[config.mk]
export PLATFORM = sky130hd
export DESIGN_NAME = obi_mux_n_to_1
export DESIGN_NICKNAME = d
export VERILOG_FILES = /design/src/rtl/obi_mux_n_to_1.sv
export SDC_FILE = /design/constraint.sdc
export NUM_CORES = 1
export LEC_CHECK = 0
export ABC_AREA = 0
export CAP_MARGIN = 10
export CORE_AREA = 5 5 106 108
export CTS_BUF_LIST = sky130_fd_sc_hd__clkbuf_2 sky130_fd_sc_hd__clkbuf_4 sky130_fd_sc_hd__clkbuf_8
export CTS_CLUSTER_SIZE = 28
export DETAILED_ROUTE_END_ITERATION = 8
export DIE_AREA = 0 0 111 113
export HOLD_SLACK_MARGIN = 0.12
export PLACE_DENSITY = 0.7
export SLEW_MARGIN = 25
export SYNTH_ARGS = -nofsm -noshare
export SYNTH_HDL_FRONTEND = slang
export SYNTH_SLANG_ARGS = --single-unit
export TNS_END_PERCENT = 50
[constraint.sdc]
create_clock -name clk_i -period 2.4 [get_ports clk_i]
set_input_delay 0.72 -clock clk_i [delete_from_list [all_inputs] [get_ports clk_i]]
set_output_delay 0.72 -clock clk_i [all_outputs]
set_load 0.005 [all_outputs]
[src/rtl/obi_mux_n_to_1.sv]
// -----------------------------------------------------------------------------
// obi_mux_n_to_1
//
// N-controller to 1-port OBI arbiter/multiplexer. Several OBI initiators share
// one slave port. Address phases are arbitrated and forwarded with zero
// latency. The winner of every accepted transaction is recorded in a small
// in-order FIFO, and each slave response is routed back to the controller at
// the FIFO head.
//
// Parameters
//   NUM_CTRL         number of controller ports (2..8)
//   MAX_OUTSTANDING  accepted-but-unanswered transactions allowed (1..8)
//
// Ports
//   clk_i, rst_i     clock and synchronous active-high reset
//   ctrl_req_i       per-controller request
//   ctrl_gnt_o       per-controller grant (one-hot or zero)
//   ctrl_addr_i      packed addresses, controller k at [32k+:32]
//   ctrl_we_i        write enables
//   ctrl_be_i        packed byte enables, controller k at [4k+:4]
//   ctrl_wdata_i     packed write data, controller k at [32k+:32]
//   ctrl_rvalid_o    per-controller response valid (one-hot or zero)
//   ctrl_rdata_o     read data broadcast to all controllers
//   port_*           single slave-side OBI port (req/gnt/addr/we/be/wdata,
//                    rvalid/rdata)
//   bad_state_o      one-cycle pulse after a response that arrived while no
//                    transaction was outstanding
//
// Configuration macro
//   OBI_MUX_FIXED_PRIO_EN  defined: fixed priority, lowest requesting index
//                          wins and the round-robin pointer stays at 0.
//                          Undefined (default): round-robin arbitration.
// -----------------------------------------------------------------------------
module obi_mux_n_to_1 #(
  parameter int NUM_CTRL        = 2,
  parameter int MAX_OUTSTANDING = 2
) (
  input  logic                   clk_i,
  input  logic                   rst_i,
  input  logic [NUM_CTRL-1:0]    ctrl_req_i,
  output logic [NUM_CTRL-1:0]    ctrl_gnt_o,
  input  logic [NUM_CTRL*32-1:0] ctrl_addr_i,
  input  logic [NUM_CTRL-1:0]    ctrl_we_i,
  input  logic [NUM_CTRL*4-1:0]  ctrl_be_i,
  input  logic [NUM_CTRL*32-1:0] ctrl_wdata_i,
  output logic [NUM_CTRL-1:0]    ctrl_rvalid_o,
  output logic [31:0]            ctrl_rdata_o,
  output logic                   port_req_o,
  input  logic                   port_gnt_i,
  output logic [31:0]            port_addr_o,
  output logic                   port_we_o,
  output logic [3:0]             port_be_o,
  output logic [31:0]            port_wdata_o,
  input  logic                   port_rvalid_i,
  input  logic [31:0]            port_rdata_i,
  output logic                   bad_state_o
);

  localparam int IDX_W = (NUM_CTRL > 1) ? $clog2(NUM_CTRL) : 1;
  localparam int PTR_W = (MAX_OUTSTANDING > 1) ? $clog2(MAX_OUTSTANDING) : 1;
  localparam int CNT_W = $clog2(MAX_OUTSTANDING + 1);

  // ---------------------------------------------------------------------------
  // State
  // ---------------------------------------------------------------------------
  logic [IDX_W-1:0] r_rr_ptr;
  logic             r_locked;
  logic [IDX_W-1:0] r_lock_idx;
  logic [IDX_W-1:0] r_fifo [MAX_OUTSTANDING];
  logic [PTR_W-1:0] r_wr_ptr;
  logic [PTR_W-1:0] r_rd_ptr;
  logic [CNT_W-1:0] r_count;
  logic             r_bad_state;

  // ---------------------------------------------------------------------------
  // Unpack controller payloads
  // ---------------------------------------------------------------------------
  logic [31:0] w_addr  [NUM_CTRL];
  logic        w_we    [NUM_CTRL];
  logic [3:0]  w_be    [NUM_CTRL];
  logic [31:0] w_wdata [NUM_CTRL];

  for (genvar gi = 0; gi < NUM_CTRL; gi++) begin : g_unpack
    assign w_addr[gi]  = ctrl_addr_i[32*gi +: 32];
    assign w_we[gi]    = ctrl_we_i[gi];
    assign w_be[gi]    = ctrl_be_i[4*gi +: 4];
    assign w_wdata[gi] = ctrl_wdata_i[32*gi +: 32];
  end

  // ---------------------------------------------------------------------------
  // Arbitration: search starts at r_rr_ptr and wraps. In fixed-priority builds
  // the pointer never moves from 0, so the same search yields lowest-index-wins.
  // ---------------------------------------------------------------------------
  logic [IDX_W-1:0] w_arb_sel;
  logic             w_arb_found;
  logic [IDX_W-1:0] w_cand;

  always_comb begin
    w_arb_sel   = '0;
    w_arb_found = 1'b0;
    w_cand      = '0;
    for (int i = 0; i < NUM_CTRL; i++) begin
      w_cand = IDX_W'((int'(r_rr_ptr) + i) % NUM_CTRL);
      if (!w_arb_found && ctrl_req_i[w_cand]) begin
        w_arb_found = 1'b1;
        w_arb_sel   = w_cand;
      end
    end
  end

  // A stalled address phase keeps its owner so the payload stays stable.
  logic [IDX_W-1:0] w_sel;
  assign w_sel = r_locked ? r_lock_idx : w_arb_sel;

  // ---------------------------------------------------------------------------
  // Request / response handshakes
  // ---------------------------------------------------------------------------
  logic             w_full;
  logic             w_empty;
  logic             w_port_req;
  logic             w_accept;
  logic             w_pop;
  logic [IDX_W-1:0] w_head;

  assign w_full  = (r_count == CNT_W'(MAX_OUTSTANDING));
  assign w_empty = (r_count == '0);

  // Full blocks the request even when a pop happens in the same cycle; this
  // keeps the request path free of any dependency on port_rvalid_i.
  assign w_port_req = !rst_i && ctrl_req_i[w_sel] && !w_full;
  assign w_accept   = w_port_req && port_gnt_i;

  // Only responses for already-recorded transactions are forwarded; a
  // same-cycle grant is never the target of a response.
  assign w_pop  = !rst_i && port_rvalid_i && !w_empty;
  assign w_head = r_fifo[r_rd_ptr];

  for (genvar gi = 0; gi < NUM_CTRL; gi++) begin : g_route
    assign ctrl_gnt_o[gi]    = w_accept && (w_sel == IDX_W'(gi));
    assign ctrl_rvalid_o[gi] = w_pop && (w_head == IDX_W'(gi));
  end

  assign port_req_o   = w_port_req;
  assign port_addr_o  = w_addr[w_sel];
  assign port_we_o    = w_we[w_sel];
  assign port_be_o    = w_be[w_sel];
  assign port_wdata_o = w_wdata[w_sel];
  assign ctrl_rdata_o = port_rdata_i;
  assign bad_state_o  = r_bad_state;

  // ---------------------------------------------------------------------------
  // Control state
  // ---------------------------------------------------------------------------
  always_ff @(posedge clk_i) begin
    if (rst_i) begin
      r_rr_ptr    <= '0;
      r_locked    <= 1'b0;
      r_lock_idx  <= '0;
      r_wr_ptr    <= '0;
      r_rd_ptr    <= '0;
      r_count     <= '0;
      r_bad_state <= 1'b0;
    end else begin
      r_bad_state <= port_rvalid_i && w_empty;

      if (w_accept) begin
        r_locked <= 1'b0;
`ifndef OBI_MUX_FIXED_PRIO_EN
        r_rr_ptr <= (w_sel == IDX_W'(NUM_CTRL - 1)) ? '0 : w_sel + 1'b1;
`endif
      end else if (w_port_req) begin
        r_locked   <= 1'b1;
        r_lock_idx <= w_sel;
      end

      if (w_accept) begin
        r_wr_ptr <= (r_wr_ptr == PTR_W'(MAX_OUTSTANDING - 1)) ? '0 : r_wr_ptr + 1'b1;
      end
      if (w_pop) begin
        r_rd_ptr <= (r_rd_ptr == PTR_W'(MAX_OUTSTANDING - 1)) ? '0 : r_rd_ptr + 1'b1;
      end

      case ({w_accept, w_pop})
        2'b10:   r_count <= r_count + 1'b1;
        2'b01:   r_count <= r_count - 1'b1;
        default: r_count <= r_count;
      endcase
    end
  end

  // Winner storage; contents are only meaningful between write and read
  // pointers, so it needs no reset.
  always_ff @(posedge clk_i) begin
    if (w_accept) begin
      r_fifo[r_wr_ptr] <= w_sel;
    end
  end

endmodule
Word-level counts from Yosys, hierarchy flattened
Memories as Yosys holds them, arrays and structs flattened. A register that Yosys moved wholly into a read port is not among the register bits.
Index checks and enable logic that the tools add are counted.
{"block": "totals", "reg_bits": 8, "ram_bits": 2, "input_bits": 176, "output_inout_bits": 107, "wordCells": 74, "mem_count": 1}
{"block": "op_classes", "n_addsub": 6, "order_cmp": 4, "n_eq_ne": 3, "mux": 30, "bitwise_logic": 4, "n_reduce_logical": 19}
{"name": "r_fifo", "words": 2, "word_bits": 1, "read_ports": 1, "rd_clocked_by_memory_dff": 1, "wr": 1, "line": "69", "text": "logic [IDX_W-1:0] r_fifo [MAX_OUTSTANDING];"}
{"operator": "32-bit 2-to-1 mux", "count": 6}
{"operator": "1-bit 2-to-1 mux", "count": 20}
{"operator": "4-bit 2-to-1 mux", "count": 3}
{"operator": "1-bit logical AND", "count": 11}
{"operator": "1-bit by 2-bit < comparator with 1-bit output, second input constant", "count": 3}
{"operator": "1-bit adder, second input constant", "count": 4}
{"operator": "2-bit == test, second input constant", "count": 2}
{"operator": "1-bit zero test", "count": 4}
{"operator": "2-bit case mux with 2 select lines", "count": 1}
{"operator": "1-bit inverter", "count": 3}
{"operator": "2-bit by 1-bit adder with 2-bit output, second input constant", "count": 1}
{"operator": "2-bit by 1-bit == test with 1-bit output, second input constant", "count": 1}
{"operator": "2-bit greater-or-equal comparator, second input constant", "count": 1}
{"operator": "2-bit zero test", "count": 1}
{"operator": "1-bit inverter with 2-bit output", "count": 1}
{"operator": "2-bit AND reduction", "count": 1}
{"operator": "2-bit nonzero test", "count": 1}
{"operator": "2-bit OR reduction", "count": 1}
{"operator": "2-bit by 1-bit subtractor with 2-bit output, second input constant", "count": 1}

Depth between registers and ports, before layout
{"block": "depth", "ltp_word": 14, "ltp_mapped": 7, "depth_no_buf": 7}

Least setup slack after synthesis
Ideal clock, no wire load.
{"block": "synth_timing", "path_type": "in2out", "from": "input port ctrl_req_i[0]", "to": "output port port_addr_o[0]", "arrival_time_ns": 1.605, "required_ns": 1.680, "path_slack_ns": 0.075, "stages": 5, "n_path_buf": 2, "path_cell_list": "nor2b_1 o21ai_2 buf_6 buf_6 mux2_2"}
{"block": "synth_between", "elab_chain_len": 11, "word_cells_on_any_way": 14, "cone_classes": "mux (11); bitwise (1); reduce/logical (2)"}
{"item": "from (decl)", "line": "40", "text": "input logic [NUM_CTRL-1:0] ctrl_req_i,"}
{"item": "1-bit 2-to-1 mux (not written as such) (2 in a row)", "line": "104", "text": "if (!w_arb_found && ctrl_req_i[w_cand]) begin"}
{"item": "1-bit 2-to-1 mux", "line": "104"}
{"item": "1-bit zero test", "line": "104"}
{"item": "1-bit logical AND", "line": "104"}
{"item": "1-bit 2-to-1 mux *", "line": "104"}
{"item": "1-bit 2-to-1 mux *", "line": "113", "text": "assign w_sel = r_locked ? r_lock_idx : w_arb_sel;"}
{"item": "1-bit inverter with 2-bit output (not written as such) *", "line": "144", "text": "assign port_addr_o = w_addr[w_sel];"}
{"item": "32-bit 2-to-1 mux (not written as such) * (3 in a row)", "line": "144"}
{"item": "to (decl)", "line": "50", "text": "output logic [31:0] port_addr_o,"}
Mark *: on every way between the ends. The rest lies on a longest branch, timed or not. The select of a mux whose other input is x is not followed.

Worst setup path after layout
{"block": "layout_timing", "from": "input port ctrl_req_i[0]", "to": "output port port_addr_o[14]"}
Same word-level chain as after synthesis.

==> impl_results.md <==
* Status: finished, violations left
* Failing checks: setup timing
* Longest Clk Path Bufs at 2
* # diodes at 0
* Achievable Freq at about 0.37 GHz
* Sw Share at 0.273
* Crit-path most repeated cell: buf_12
* Worst path arrival time at about 2000 ps
* Core region area at 10,100 sq um
* # setup viols final at slightly above 70
* MaxCap Viol Count at 0
* Worst setup margin at -320 ps
* Final TNS setup at -19,690 ps
* Yosys cell types at 29
* Via Count at about 2,100
* Worst skew pair latency at about 230 ps
* Synth Cell Area at 1620 sq um
* YS warnings at 0
* Peak supply drop at ~0.15 mV
* Reg2reg end: r_count[1]
* Number of synthesized flops with an enable pin at 2
* Post-detail-place hpwl at roughly 7.5 mm
* Post-route core utilization at 0.453
* Crit path capture type: output port
* Startpoint types: input pin
* Post-DP Area at 3760 sq um
* # IOs at ~280
* Tmin final at about 2700 ps
* Drc violations at 0
* Die Y-Extent at roughly 110 microns
* Post-synth top flop: dfxtp_1
* Net Switching at roughly 0.00043 W
* # rows at 37
* Worst hold slack at between 400 and 500 ps
* Antenna-violating nets left at 0
* Layout Nets at 559
* Min-Delay Path Class: reg2reg
* Drt first pass iters at 4
* Synth area leaders: mux2_2, buf_4, dfxtp_1
* Seq/Total Area, Yosys at 0.148
* Layout area overhead at 183%
* Seq pwr share at 0.136
* Syn avg cell area at slightly above 10 sq um
* DR top layer: met4
* H-Tree Depth at 1
* Met3 routed WL at 1.06 mm
* Post-synth top area share at 0.480
* Leading area contributor after synthesis: mux2_2
* Final slew viol count at 0
* CP peak stage delay at about 310 ps
* Worst reg2reg path depth at 9
* Total congestion overflow at 0
* Reg2Reg Setup Slack at ~140 ps
* Final WL at slightly above 10 mm
* CP Data Required Time at around 1700 ps
* First-pass GRT wire length at roughly 15 mm
* Met1 WL at around 4 mm
* HP Start: r_wr_ptr
* Final period util at 1.13
* Critical path's slowest cell: mux2_4
* Critical path class: in2out
* Die area at between 10,000 and 15,000 sq um
* Clk_skew at about 0.96 ps
* RSZ-0062 raised after global routing: yes
* WL met2 at ~5.2 mm
* Slew margin rel. at 0.848
* Initial antenna violation count at 0
* Layout cells sized above 1 at 0.514
* Mapped Cells at 160
* CTS tree: built
* CTS sink cnt at 11
* Critical-path cell list: buf_6, nor2b_4, o21ai_4, buf_12, buf_12, buf_12, buf_16, mux2_4, buf_6
* CP max FO at 6
* CTS clk-pin slew, worst paths at about 50 ps
* Reg2reg start: r_locked
* Gpl congestion at around 0.85
* Internal Power at around 0.0012 W
* Syn_nets at about 340
* Hold endpoint: r_wr_ptr
* Die width at approximately 110 microns
* Power Dens Cells at about 350 nW/um^2
* Clock power share at 0.120
* Largest net degree at the start of global routing at 10
* Initial Util at 0.160
* Num CTS Buffers at 3
* WL/cell at roughly 20 microns
* Lkg Pwr at approximately 2.1 nW
* Routed vias/inst at between 4 and 5
* Register bit count reported by yosys at 11
* Hold Path Stages at 1
* Async SR Flop Fraction at 0
* Port buffer count at between 200 and 250
* Vias in the first global route at 2,403
* Design Area, Final at roughly 4600 sq um
* Initial DRC count at 94
* Combinational Power Share at 0.743
* Worst-Margin Slew at 221 ps
* Root buffer cell: clkbuf_8
* Final Hold Viols at 0
* Gr usage total at 0.153
-- sequential cells by signal, indices dropped and copies added (netlist names), named ones only --
signal / count
r_lock_idx: 1
r_fifo: 2
r_locked: 1
r_rr_ptr: 1
bad_state_o: 1
r_rd_ptr: 1
r_count: 2
r_wr_ptr: 1
-- cells in the mapped netlist (2+ instances only) --
library cell / number
nor2b_1: 2
and3_2: 2
a21oi_1: 2
nand2_1: 3
buf_4: 32
inv_1: 3
mux2_2: 69
mux2i_1: 3
xor2_1: 2
buf_6: 7
nor2_1: 7
nand2b_1: 2
edfxtp_1: 2
dfxtp_1: 9
-- worst max-delay path, delay by kind of cell --
| family | cells | cell delay (ps) |
|---|---|---|
| AOI/OAI and AO/OA | 1 | 140 |
| muxes | 1 | 310 |
| buffers and inverters | 6 | 710 |
| and+or+nand+nor | 1 | 120 |
-- repair_timing --
| action | CTS | global route |
|---|---|---|
| setup endpoints to repair | 76 | 74 |
| pin swaps | 2 | 2 |
| resized for setup | 433 | 23 |
| setup buffers | 19 | 3 |
| gates cloned | 7 | 0 |
| hold buffers | 0 | 0 |
-- power groups by stage --
stage,logic [W],registers (W),clock network (W)
floorplan,0.000332,0.000220,0
global placement,0.000842,0.000218,0
detailed placement,0.000846,0.000219,0
CTS,0.00118,0.000217,0.000194
global route,0.00125,0.000219,0.000207
finish,0.00119,0.000217,0.000192
-- per-layer routing --
layer  track usage  vias to the layer above
li1              -                      980
met1         0.177                      985
met3        0.0529                       12
met5             0                        -
met4        0.0197                        0
met2         0.281                      158
-- logic make-up after synthesis --
logic type | after synthesis | synth area share
buf+inv | 43 | 0.207
compound gates | 8 | 0.0409
mux | 73 | 0.505
xor+xnor | 3 | 0.0162
fa+ha+maj | 1 | 0.00772
simple gates | 21 | 0.0749
flops | 11 | 0.148
-- placed cells by master (no fill, tap or decap), types with 3 or more instances in the layout --
master,instances
buf_16,7
clkbuf_2,4
nand2_1,3
dfxtp_1,9
mux2_4,70
nor2_1,7
mux2i_1,3
buf_12,8
buf_2,3
clkbuf_8,3
buf_4,20
clkdlybuf4s50_1,140
buf_6,69
inv_1,3
-- metrics by stage --
stage | total power [W] | setup slack (ps) | cells
floorplan | 0.000552 | 75.3 | 160
global placement | 0.00106 | -1090 | 485
detailed placement | 0.00107 | -1100 | 485
CTS | 0.00159 | -412 | 515
global route | 0.00168 | -354 | 517
finish | 0.00159 | -320 | 517
-- final cells by class --
class | count | area, sq um
tap | 136 | 170
timing repair buffer | 257 | 2790
fill | 909 | 5550
inverter | 3 | 11.3
multi-input combinational | 106 | 1330
sequential | 11 | 240
clock buffer | 4 | 48.8
-- worst max path at each step --
| stage | startpoint | slack, ps | to | cells past startpoint |
|---|---|---|---|---|
| after floorplan | ctrl_req_i[0] | 80 | port_addr_o[0] | 5 |
| after global placement | ctrl_req_i[1] | -1090 | port_wdata_o[3] | 6 |
| after detailed placement | ctrl_req_i[1] | -1100 | port_wdata_o[5] | 6 |
| after CTS | ctrl_req_i[0] | -410 | port_addr_o[7] | 10 |
| after global routing | ctrl_req_i[0] | -350 | port_wdata_o[27] | 9 |
| final | ctrl_req_i[0] | -320 | port_addr_o[14] | 9 |
(Power assumes the default switching activity.)
